$ cat config.mk
export PLATFORM = sky130hd
export DESIGN_NAME = dsc_cache_ctrl
export DESIGN_NICKNAME = d
export VERILOG_FILES = /design/src/rtl/dsc_cache_ctrl.sv
export SDC_FILE = /design/constraint.sdc
export NUM_CORES = 1
export LEC_CHECK = 0
export CAP_MARGIN = 20
export CELL_PAD_IN_SITES_DETAIL_PLACEMENT = 1
export CELL_PAD_IN_SITES_GLOBAL_PLACEMENT = 1
export CORE_MARGIN = 2
export CORE_UTILIZATION = 34
export DETAILED_ROUTE_END_ITERATION = 12
export GPL_TIMING_DRIVEN = 0
export PLACE_DENSITY = 0.73
export SLEW_MARGIN = 10
export SYNTH_ARGS = -nofsm -noshare
export SYNTH_HDL_FRONTEND = slang
export SYNTH_SLANG_ARGS = --single-unit
$ cat constraint.sdc
create_clock -name CLK -period 7.8 [get_ports CLK]
set_input_delay 1.56 -clock CLK [delete_from_list [all_inputs] [get_ports CLK]]
set_output_delay 1.56 -clock CLK [all_outputs]
set_load 0.1 [all_outputs]
$ cat src/rtl/dsc_cache_ctrl.sv
// Descriptor cache controller: a 4-entry SRAM-backed circular FIFO feeding a
// 3-entry output buffer through a fixed 2-cycle SRAM read pipeline.
// Reads are only issued when the output buffer is guaranteed room.
module dsc_cache_ctrl (
    input  logic        CLK,
    input  logic        RESETN,
    input  logic        fill_valid,
    output logic        fill_ready,
    input  logic [63:0] fill_data,
    output logic        dsc_valid,
    input  logic        dsc_ready,
    output logic [63:0] dsc_data,
    input  logic        flush,
    output logic [2:0]  level,
    output logic        empty,
    output logic        sram_blk_en,
    output logic        sram_w_en,
    output logic [1:0]  sram_w_addr,
    output logic [63:0] sram_w_data,
    output logic [1:0]  sram_r_addr,
    output logic        sram_r_addr_en,
    output logic        sram_r_data_en,
    input  logic [63:0] sram_r_data
);

    logic        r_blk_en;
    logic [1:0]  r_wr_ptr;
    logic [1:0]  r_rd_ptr;
    logic [2:0]  r_sram_cnt;
    logic [1:0]  r_occ;
    logic        r_p1;      // read issued last cycle (data register enable stage)
    logic        r_p2;      // read data present on sram_r_data this cycle
    logic        r_valid;
    logic [2:0]  r_level;
    logic        r_empty;
    logic [63:0] r_buf [0:2];

    logic        w_run;
    logic        w_space;
    logic        w_fill;
    logic        w_pop;
    logic        w_issue;
    logic [2:0]  w_used;
    logic [2:0]  w_cnt_nxt;
    logic [1:0]  w_occ_nxt;
    logic [1:0]  w_wr_idx;
    logic [3:0]  w_sum;
    logic [2:0]  w_level_nxt;

    // Handshakes, read-issue credit decision and next-state occupancy values.
    always_comb begin
        w_run       = RESETN & r_blk_en;
        w_space     = (r_sram_cnt < 3'd4);
        w_fill      = w_run & ~flush & fill_valid & w_space;
        w_pop       = r_valid & dsc_ready & ~flush;
        // Slots already committed in the output buffer; a pop frees one now.
        w_used      = {1'b0, r_occ} + {2'b00, r_p1} + {2'b00, r_p2} - {2'b00, w_pop};
        // Entry must have been written in an earlier cycle (no bypass).
        w_issue     = w_run & ~flush & (r_sram_cnt != 3'd0) & (w_used < 3'd3);
        w_cnt_nxt   = r_sram_cnt + {2'b00, w_fill} - {2'b00, w_issue};
        w_occ_nxt   = r_occ + {1'b0, r_p2} - {1'b0, w_pop};
        w_wr_idx    = r_occ - {1'b0, w_pop};
        w_sum       = {1'b0, w_cnt_nxt} + {2'b00, w_occ_nxt} + {3'b000, w_issue} + {3'b000, r_p1};
        w_level_nxt = (w_sum > 4'd7) ? 3'd7 : w_sum[2:0];
    end

    // Port drive: SRAM strobes follow the handshakes, addresses/data idle at zero.
    always_comb begin
        fill_ready     = w_run & ~flush & w_space;
        sram_w_en      = w_fill;
        sram_w_addr    = w_fill ? r_wr_ptr : 2'd0;
        sram_w_data    = w_fill ? fill_data : 64'd0;
        sram_r_addr_en = w_issue;
        sram_r_addr    = w_issue ? r_rd_ptr : 2'd0;
        sram_r_data_en = r_p1;
        sram_blk_en    = r_blk_en;
        dsc_valid      = r_valid;
        dsc_data       = r_buf[0];
        level          = r_level;
        empty          = r_empty;
    end

    // Pointer, counter and read-pipeline state; flush wins over all traffic.
    always_ff @(posedge CLK) begin
        if (!RESETN) begin
            r_blk_en   <= 1'b0;
            r_wr_ptr   <= 2'd0;
            r_rd_ptr   <= 2'd0;
            r_sram_cnt <= 3'd0;
            r_occ      <= 2'd0;
            r_p1       <= 1'b0;
            r_p2       <= 1'b0;
            r_valid    <= 1'b0;
            r_level    <= 3'd0;
            r_empty    <= 1'b1;
        end else if (flush) begin
            r_blk_en   <= 1'b1;
            r_wr_ptr   <= 2'd0;
            r_rd_ptr   <= 2'd0;
            r_sram_cnt <= 3'd0;
            r_occ      <= 2'd0;
            r_p1       <= 1'b0;
            r_p2       <= 1'b0;
            r_valid    <= 1'b0;
            r_level    <= 3'd0;
            r_empty    <= 1'b1;
        end else begin
            r_blk_en   <= 1'b1;
            r_wr_ptr   <= r_wr_ptr + {1'b0, w_fill};
            r_rd_ptr   <= r_rd_ptr + {1'b0, w_issue};
            r_sram_cnt <= w_cnt_nxt;
            r_occ      <= w_occ_nxt;
            r_p1       <= w_issue;
            r_p2       <= r_p1;
            r_valid    <= (w_occ_nxt != 2'd0);
            r_level    <= w_level_nxt;
            r_empty    <= (w_sum == 4'd0);
        end
    end

    // Output buffer as a shift FIFO: entry 0 is the head driven on dsc_data,
    // so the head only moves on a pop or on a push into an empty buffer.
    always_ff @(posedge CLK) begin
        if (!RESETN) begin
            r_buf[0] <= 64'd0;
            r_buf[1] <= 64'd0;
            r_buf[2] <= 64'd0;
        end else if (!flush) begin
            if (r_p2 && (w_wr_idx == 2'd0)) begin
                r_buf[0] <= sram_r_data;
            end else if (w_pop) begin
                r_buf[0] <= r_buf[1];
            end
            if (r_p2 && (w_wr_idx == 2'd1)) begin
                r_buf[1] <= sram_r_data;
            end else if (w_pop) begin
                r_buf[1] <= r_buf[2];
            end
            if (r_p2 && (w_wr_idx == 2'd2)) begin
                r_buf[2] <= sram_r_data;
            end
        end
    end

endmodule

==> flow_metrics.tcl, run 1 <==
set metrics [dict create \
    status "completed" \
    slew_viol_final 0 \
    cts_sinks 209 \
    setup.worst_path.start_class "input port" \
    p_seq_frac 0.470 \
    synth-seq-cells 209 \
    layout_min_cycle_time_ns 7.23 \
    setup_viol 0 \
    grt_overflow_total 0 \
    syn_area_per_cell_um2 10.9 \
    synth_area_mm2 0.0105 \
    cp-end-kind "primary output" \
    cts_made_buffers 24 \
    cap_violations 0 \
    max_slew.worst_pin.slew_ns 1.06 \
    hold_viol 0 \
    core_area_mm2 0.0306 \
    reg2reg_from "r_p2" \
    wire_per_inst_um 18.9 \
    post_cts_buffers 0 \
    grt_pass1_wl_um 49300 \
    hp-class "register to register" \
    vdd_drop_max_mv 0.149 \
    grt_pass1_vias 8615 \
    p_leak_nw 4.95 \
    final.setup.worst_slack_ns 0.571 \
    clk_latency_ns 0.52 \
    dieHeight_um 180 \
    drive_above_1_share 0.128 \
    placed_cells 1639 \
    grt_max_degree 50 \
    hp-start "r_rd_ptr[1]" \
    critical_path_buf_inv_count 3 \
    drt-pass1-iter-count 4 \
    crit_chain "clkdlybuf4s50_1 > nor2_1 > ha_1 > fa_1 > inv_1 > fa_1 > nor2b_1 > nor4_2 > ha_1 > clkdlybuf4s50_1" \
    clock_path_buffers 3 \
    drc 0 \
    finalClockSkew_ns 0.00711 \
    initial_core_util 0.344 \
    grtUsageTotal 0.190 \
    worstPathArrival_ns 5.67 \
    gp_congestion 0.774 \
    fillers 3310 \
    hold_buffers 0 \
    worstSetupPathType "input port to primary output" \
    cts.htree.levels 1 \
    drt_iter0_markers 472 \
    critPathLaunch "flush" \
    row_count 64 \
    mostFrequentLayoutCell "clkdlybuf4s50_1" \
    nets 1419 \
    dpl.hpwl_um 23300 \
    p_int_w 0.00199 \
    fin_crit_sh 0.927 \
    critPathTopFamily "buffers and inverters" \
    pre_cts_slack_ns 0.540 \
    wirelength_um 31900 \
    via_per_inst 5.00 \
    required_ns 6.24 \
    drtAntennaViolNets 0 \
    max_freq_mhz 138 \
    area_growth_pct 39.3 \
    final_cell_mix "clkdlybuf4s50_1, edfxtp_1, nand2_1, and2_1, buf_4" \
    io_buffer_count 274 \
    die_w_um 180 \
    num_vias 8419 \
    critPathSlowestCell "clkdlybuf4s50_1" \
    ys_types 38 \
    p_sw_w 0.000695 \
    share_comb_of_total_power 0.135 \
    ctsResizeCount 0 \
    final_cells 1683 \
    synth_nets 1114 \
    powerDensity_mw_per_mm2 183 \
    cp_slowest_stage_delay_ns 1.17 \
    maxSlewHeadroom 0.294 \
    cts_tree "built" \
    crit_fanout 7 \
    pwr-share-clk 0.395 \
    cts-root-buf "clkbuf_16" \
    clkTransAtPathRegs_ns 0.06 \
    yosysWarningCount 0 \
    rsz0062_at_grt "false" \
    yosysSeqAreaShare 0.580 \
    swShare 0.258 \
    ios 275 \
    die_area_mm2 0.0324 \
    grt_antenna_before_repair 2 \
    synthCells 964 \
]
## worst register-to-register path, stage by stage, from the launching register on
cell and delay (ns):
dfxtp_1 0.31, buf_4 0.15, clkbuf_1 0.43, inv_1 0.18
fa_1 0.42, inv_1 0.08, fa_1 0.40, nor2b_1 0.17
nor4_2 0.39, ha_1 0.32, inv_1 0.05, ha_1 0.14
fa_1 0.44, ha_1 0.34, ha_1 0.30, a21o_1 0.18
a21oi_1 0.29, a41o_1 0.23
## metal layers
metal,wire length (um),track usage,share of wire,vias to the layer above
met5,0,0,0,-
met1,13500,0.245,0.42,4135
met3,1470,0.0263,0.046,39
li1,-,-,-,4056
met2,16400,0.339,0.51,189
met4,542,0.0406,0.017,0
## power by group through the flow
stage	clock, W	sequential, W	combinational (W)
CTS	0.00108	0.00126	0.000366
global route	0.00112	0.00127	0.000380
floorplan	0	0.00129	0.000208
finish	0.00106	0.00126	0.000363
detailed placement	0	0.00129	0.000364
global placement	0	0.00129	0.000351
## stage by stage
| step | TNS [ns] | utilization | cell area, um2 | hold WS [ns] | power [W] |
|---|---|---|---|---|---|
| 2_1_floorplan | 0 | - | 10500 | 0.467 | 0.00150 |
| 6_report | 0 | 0.480 | 14700 | 0.518 | 0.00269 |
| 3_3_place_gp | -197.70 | 0.451 | 13800 | 0.492 | 0.00165 |
| 3_5_place_dp | 0 | 0.456 | 13900 | 0.499 | 0.00165 |
| 5_1_grt | 0 | 0.480 | 14700 | 0.551 | 0.00277 |
| 4_1_cts | 0 | 0.480 | 14700 | 0.519 | 0.00271 |
## cell type report
type,instances,area (um2),area share
clock buffer,27,633,0.0431
timing repair buffer,279,2880,0.196
inverter,18,67.6,0.00460
multi-input combinational,582,3460,0.236
sequential,209,6110,0.416
clock inverter,16,95.1,0.00648
tap,396,495,0.0338
antenna,1,2.50,0.000171
buffer,155,938,0.0639
## synthesized netlist by cell type
cell type,instances,area (um2)
o21ai_0,1,5.00
dfxtp_1,17,340
a21oi_2,1,8.76
edfxtp_1,192,5770
nand3_1,65,325
nor2b_1,2,12.5
clkbuf_1,32,120
a21o_1,2,15.0
o21a_1,1,7.51
a21oi_1,68,340
and2_1,73,457
nand2b_2,1,8.76
nand4b_1,1,8.76
nor3b_1,64,480
buf_4,71,533
and3b_1,1,8.76
nand2_1,132,495
nand2b_1,1,6.26
or3b_1,1,8.76
nor2_1,7,26.3
nand3b_1,1,7.51
xnor2_1,6,52.6
nand3b_4,1,20.0
clkbuf_2,5,25.0
nor3b_2,1,12.5
buf_2,37,185
xor2_1,2,17.5
a31oi_4,1,21.3
nand4_1,64,400
o22ai_1,64,400
buf_6,5,56.3
fa_1,5,100
ha_1,12,150
nor3_1,1,5.00
buf_1,5,18.8
nor4_1,2,12.5
inv_1,18,67.6
a41o_1,1,10.0
## final timing paths
check	to	slack, ns	depth (start not counted)
setup / recovery	sram_r_addr[0]	0.57	10
hold / removal	r_rd_ptr[1]	0.52	2
setup reg to reg	empty	2.92	17
hold reg to reg	r_rd_ptr[1]	0.52	2
## cell families after synthesis
| logic type | Yosys count | share of synthesized area |
|---|---|---|
| adders and majority gates | 17 | 0.0238 |
| buffers and inverters | 173 | 0.0955 |
| and+or+nand+nor | 418 | 0.218 |
| AOI/OAI and AO/OA | 139 | 0.0767 |
| xor gates and xnor gates | 8 | 0.00665 |
| DFF | 209 | 0.580 |
## registers in the layout, indices dropped and copies added, names as in the netlist
signal,cells
r_buf,192
sram_blk_en,1
r_wr_ptr,2
sram_r_data_en,1
r_rd_ptr,2
r_sram_cnt,3
dsc_valid,1
empty,1
r_occ,2
level,3
r_p2,1
(Power assumes the default switching activity.)
==> inputs of run 2 (changes only) <==
--- a/config.mk
+++ b/config.mk
@@ -5,14 +5,13 @@
 export SDC_FILE = /design/constraint.sdc
 export NUM_CORES = 1
 export LEC_CHECK = 0
-export CAP_MARGIN = 20
 export CELL_PAD_IN_SITES_DETAIL_PLACEMENT = 1
 export CELL_PAD_IN_SITES_GLOBAL_PLACEMENT = 1
 export CORE_MARGIN = 2
 export CORE_UTILIZATION = 34
 export DETAILED_ROUTE_END_ITERATION = 12
 export GPL_TIMING_DRIVEN = 0
-export PLACE_DENSITY = 0.73
+export PLACE_DENSITY = 0.86
 export SLEW_MARGIN = 10
 export SYNTH_ARGS = -nofsm -noshare
 export SYNTH_HDL_FRONTEND = slang
==> run 2 against run 1 <==
Sequential share of layout area shrank 0.13 points. Non-clock buffer count is 1 lower. Power up 4.9%. Combinational power barely moved. Critical path depth unchanged. Register-to-register slack worse by 0.04 ns. Hold slack better by 0.0042 ns. Highest routed layer is now met5.
==> flow_metrics.tcl, run 2 (synthesis gave the netlist of run 1 again) <==
set metrics [dict create \
    setup_viol 0 \
    cts_made_buffers 23 \
    critPathTopFamily "buffers and inverters" \
    maxSlewHeadroom 0.290 \
    grt_pass1_wl_um 53200 \
    die_w_um 180 \
    reg2reg_from "dsc_valid" \
    clk_latency_ns 0.52 \
    fillers 3312 \
    critPathLaunch "flush" \
    area_growth_pct 39.7 \
    final_cells 1681 \
    layout_min_cycle_time_ns 7.22 \
    status "completed" \
    hp-start "r_wr_ptr[1]" \
    wirelength_um 34200 \
    critical_path_buf_inv_count 3 \
    gp_congestion 0.796 \
    max_slew.worst_pin.slew_ns 1.06 \
    regArea_mm2 0.00611 \
    clkTransAtPathRegs_ns 0.06 \
    p_leak_nw 4.96 \
    clock_path_buffers 3 \
    drc 0 \
    crit_fanout 7 \
    drt-pass1-iter-count 5 \
    grtUsageTotal 0.205 \
    placed_cells 1638 \
    via_per_inst 5.16 \
    mostFrequentLayoutCell "clkdlybuf4s50_1" \
    cts.htree.levels 1 \
    worstPathArrival_ns 5.66 \
    grt_antenna_before_repair 4 \
    critPathSlowestCell "clkdlybuf4s50_1" \
    crit_chain "clkdlybuf4s50_1 > nor2_1 > ha_1 > fa_1 > inv_1 > fa_1 > nor2b_1 > nor4_2 > ha_1 > clkdlybuf4s50_1" \
    fin_crit_sh 0.926 \
    worstSetupPathType "input port to primary output" \
    ios 275 \
    num_vias 8675 \
    nets 1417 \
    cts_sinks 209 \
    dieHeight_um 180 \
    core_area_mm2 0.0306 \
    grt_pass1_vias 9286 \
    initial_core_util 0.344 \
    hp-class "register to register" \
    die_area_mm2 0.0324 \
    regMostFlops "r_buf" \
    finalClockSkew_ns 0.0144 \
    cts-root-buf "clkbuf_16" \
    setup.worst_path.start_class "input port" \
    grt_max_degree 50 \
    drt_iter0_markers 591 \
    drive_above_1_share 0.128 \
    cp_slowest_stage_delay_ns 1.16 \
    io_buffer_count 274 \
    hold_viol 0 \
    drtAntennaViolNets 0 \
    post_cts_buffers 0 \
    max_freq_mhz 138 \
    rsz0062_at_grt "false" \
    required_ns 6.24 \
    row_count 64 \
    vdd_drop_max_mv 0.125 \
    holdWs_ns 0.522 \
    cts_tree "built" \
    cap_violations 0 \
    ctsResizeCount 0 \
    slew_viol_final 0 \
    hold_buffers 0 \
    dpl.hpwl_um 24300 \
    cp-end-kind "primary output" \
    wire_per_inst_um 20.4 \
    largest_reg_flops 192 \
    final_cell_mix "clkdlybuf4s50_1, edfxtp_1, nand2_1, and2_1, buf_4" \
    multiInputGateArea_mm2 0.00346 \
    grt_overflow_total 0 \
    powerDensity_mw_per_mm2 192 \
]
## run 2: cell count changes in the layout (fill, tap and decap cells not counted), moves of 3 or more
| cell | change |
|---|---|
| buf_16 | -3 |
| bufinv_16 | +5 |
| clkinv_1 | -3 |
| clkinv_2 | -6 |
## run 2: metal layers
| metal | track usage | routed length, um |
|---|---|---|
| met5 | 0 | 37 |
| met4 | 0.0658 | 966 |
| met2 | 0.366 | 17800 |
| met3 | 0.0402 | 1980 |
| met1 | 0.249 | 13400 |
## run 2: stage by stage
step	utilization	power [W]	TNS [ns]	setup slack, ns	area [um2]
after floorplan	-	0.00150	0	0.0255	10500
after global placement	0.451	0.00164	-188.85	-2.96	13800
after detailed placement	0.454	0.00165	0	0.570	13900
after CTS	0.481	0.00285	0	0.531	14700
after global routing	0.481	0.00291	0	0.344	14700
final	0.481	0.00282	0	0.576	14700
## run 2: worst register-to-register path, stage by stage, from the launching register on
cell,delay [ns]
dfxtp_1,0.39
nand2_1,0.16
nor2_1,0.17
ha_1,0.35
fa_1,0.41
inv_1,0.08
fa_1,0.39
nor2b_1,0.17
nor4_2,0.42
ha_1,0.33
inv_1,0.06
ha_1,0.16
fa_1,0.44
ha_1,0.35
ha_1,0.32
a21o_1,0.18
a21oi_1,0.28
a21oi_1,0.13
## run 2: layout make-up
cell class              count  area share
repair buffers            278       0.193
inverters                  18     0.00459
diodes                      1    0.000170
plain buffers             155      0.0637
flip-flops and latches    209       0.415
clock buffers              27      0.0401
multi-input cells         582       0.235
well taps                 396      0.0337
clock inverters            15      0.0155
## run 2: power by group
part | total, W | leakage [nW] | switching (W) | internal (W)
Sequential | 0.00127 | 2.12 | 0.0000121 | 0.00125
Clock | 0.00119 | 0.390 | 0.000453 | 0.000740
Combinational | 0.000362 | 2.45 | 0.000235 | 0.000127
Total | 0.00282 | 4.96 | 0.000700 | 0.00212
## run 2: worst paths after layout
path,cells after the start,to,slack (ns)
setup / recovery,10,sram_r_addr[0],0.58
setup reg to reg,17,level[0],2.88
hold reg to reg,2,r_wr_ptr[1],0.52
hold / removal,2,r_wr_ptr[1],0.52
==> inputs of run 3 (changes only) <==
--- a/config.mk
+++ b/config.mk
@@ -7,11 +7,10 @@
 export LEC_CHECK = 0
 export CELL_PAD_IN_SITES_DETAIL_PLACEMENT = 1
 export CELL_PAD_IN_SITES_GLOBAL_PLACEMENT = 1
-export CORE_MARGIN = 2
 export CORE_UTILIZATION = 34
 export DETAILED_ROUTE_END_ITERATION = 12
 export GPL_TIMING_DRIVEN = 0
-export PLACE_DENSITY = 0.86
+export PLACE_DENSITY = 0.82
 export SLEW_MARGIN = 10
 export SYNTH_ARGS = -nofsm -noshare
 export SYNTH_HDL_FRONTEND = slang
==> run 3 against run 2 <==
First-iteration DRC count grew 6.6%. Critical path depth is the same. Die area shrank 2.2%. Sequential share of layout area grew 0.24 points. Non-clock buffer count shrank 1. Sequential power is essentially flat. Via count shrank 1.2%. Clock-buffer cell count grew 3. Hold slack lost 0.0071 ns. Wire length shrank 5.5%. Worst setup slack gained 0.048 ns. Flip-flop and latch count is the same. Largest cell class unchanged. Largest power group unchanged.
==> flow_metrics.tcl, run 3 (synthesis gave the netlist of run 1 again) <==
set metrics [dict create \
    status "completed" \
    cp-end-kind "primary output" \
    clk_latency_ns 0.51 \
    pre_cts_slack_ns 0.601 \
    initial_core_util 0.345 \
    worstSetupPathType "input port to primary output" \
    layout_min_cycle_time_ns 7.18 \
    io_buffer_count 274 \
    required_ns 6.24 \
    p_sw_w 0.000687 \
    die_w_um 178 \
    via_per_inst 5.10 \
    cts_made_buffers 24 \
    share_comb_of_total_power 0.132 \
    slew_viol_final 0 \
    mostFrequentLayoutCell "clkdlybuf4s50_1" \
    setup_viol 0 \
    cts_tree "built" \
    crit_fanout 7 \
    row_count 64 \
    clkTransAtPathRegs_ns 0.06 \
    drc 0 \
    gp_congestion 0.797 \
    nets 1417 \
    maxSlewHeadroom 0.275 \
    vdd_drop_max_mv 0.136 \
    cts.htree.levels 1 \
    grt_antenna_before_repair 4 \
    drt-pass1-iter-count 5 \
    finalClockSkew_ns 0.0108 \
    wire_per_inst_um 19.3 \
    setup.worst_path.start_class "input port" \
    powerDensity_mw_per_mm2 185 \
    cap_violations 0 \
    hold_viol 0 \
    drtAntennaViolNets 0 \
    placed_cells 1637 \
    cts-root-buf "clkbuf_16" \
    ctsResizeCount 0 \
    grtUsageTotal 0.203 \
    wirelength_um 32400 \
    final_cells 1680 \
    max_freq_mhz 139 \
    swShare 0.253 \
    num_vias 8574 \
    largest_reg_flops 192 \
    pwr-share-clk 0.402 \
    area_growth_pct 38.9 \
    fillers 3302 \
    ios 275 \
    rsz0062_at_grt "false" \
    core_area_mm2 0.0305 \
    worstPathArrival_ns 5.62 \
    p_seq_frac 0.466 \
    fin_crit_sh 0.920 \
    fin_area_mm2 0.0146 \
    max_slew.worst_pin.slew_ns 1.08 \
    dieHeight_um 178 \
    grt_overflow_total 0 \
    drt_iter0_markers 630 \
    grt_pass1_vias 8855 \
    drive_above_1_share 0.127 \
    final_cell_mix "clkdlybuf4s50_1, edfxtp_1, nand2_1, and2_1, buf_4" \
    post_cts_buffers 0 \
    final.setup.worst_slack_ns 0.624 \
    grt_pass1_wl_um 49800 \
    grt_max_degree 65 \
    regMostFlops "r_buf" \
    post-route-util 0.480 \
    hp-class "register to register" \
    p_leak_nw 4.93 \
    die_area_mm2 0.0317 \
    cts_sinks 209 \
    hold_buffers 0 \
    place_area_mm2 0.0139 \
    clock_path_buffers 3 \
    dpl.hpwl_um 23400 \
    p_int_w 0.00203 \
]
-- run 3: cell count changes in the layout (fill, tap and decap cells not counted) --
cell	before	now
bufinv_16	6	2
clkinv_2	1	4
buf_12	2	1
clkinv_1	5	4
clkbuf_16	23	25
clkbuf_1	36	37
inv_6	1	0
-- run 3: final timing paths --
path | from | to | slack, ns | cells after the start
max | flush | sram_r_addr[0] | 0.62 | 10
min | r_wr_ptr[1] | r_wr_ptr[1] | 0.51 | 2
max reg2reg | dsc_valid | empty | 2.98 | 17
min reg2reg | r_wr_ptr[1] | r_wr_ptr[1] | 0.51 | 2
-- run 3: stage by stage --
step	hold slack [ns]	power, W	TNS, ns
2_1_floorplan	0.467	0.00150	0
3_3_place_gp	0.487	0.00164	-185.93
3_5_place_dp	0.500	0.00165	0
4_1_cts	0.519	0.00273	0
5_1_grt	0.570	0.00279	0
6_report	0.515	0.00272	0
-- run 3: cell type report --
class | count | area, um2 | share of cell area
flip-flops and latches | 209 | 6110 | 0.417
multi-input cells | 582 | 3460 | 0.236
repair buffers | 277 | 2820 | 0.192
plain buffers | 155 | 938 | 0.0641
clock buffers | 30 | 644 | 0.0440
well taps | 396 | 495 | 0.0338
clock inverters | 12 | 110 | 0.00752
inverters | 18 | 67.6 | 0.00462
diodes | 1 | 2.50 | 0.000171
-- run 3: per-layer routing --
metal  vias to the layer above  track usage  wire (um)
li1                       4045            -          -
met1                      4245        0.242      12800
met2                       223        0.368      17000
met3                        55       0.0367       1590
met4                         6       0.0613        872
met5                         -            0         42
-- run 3: worst max-delay path: stages --
cell	delay [ns]
clkdlybuf4s50_1	0.65
nor2_1	0.12
ha_1	0.40
fa_1	0.40
inv_1	0.08
fa_1	0.39
nor2b_1	0.17
nor4_2	0.40
ha_1	0.27
clkdlybuf4s50_1	1.17
-- run 3: power by group through the flow --
| stage | clock, W | combinational, W | sequential [W] |
|---|---|---|---|
| floorplan | 0 | 0.000208 | 0.00129 |
| global placement | 0 | 0.000347 | 0.00129 |
| detailed placement | 0 | 0.000359 | 0.00129 |
| CTS | 0.00111 | 0.000361 | 0.00127 |
| global route | 0.00115 | 0.000374 | 0.00127 |
| finish | 0.00109 | 0.000359 | 0.00127 |
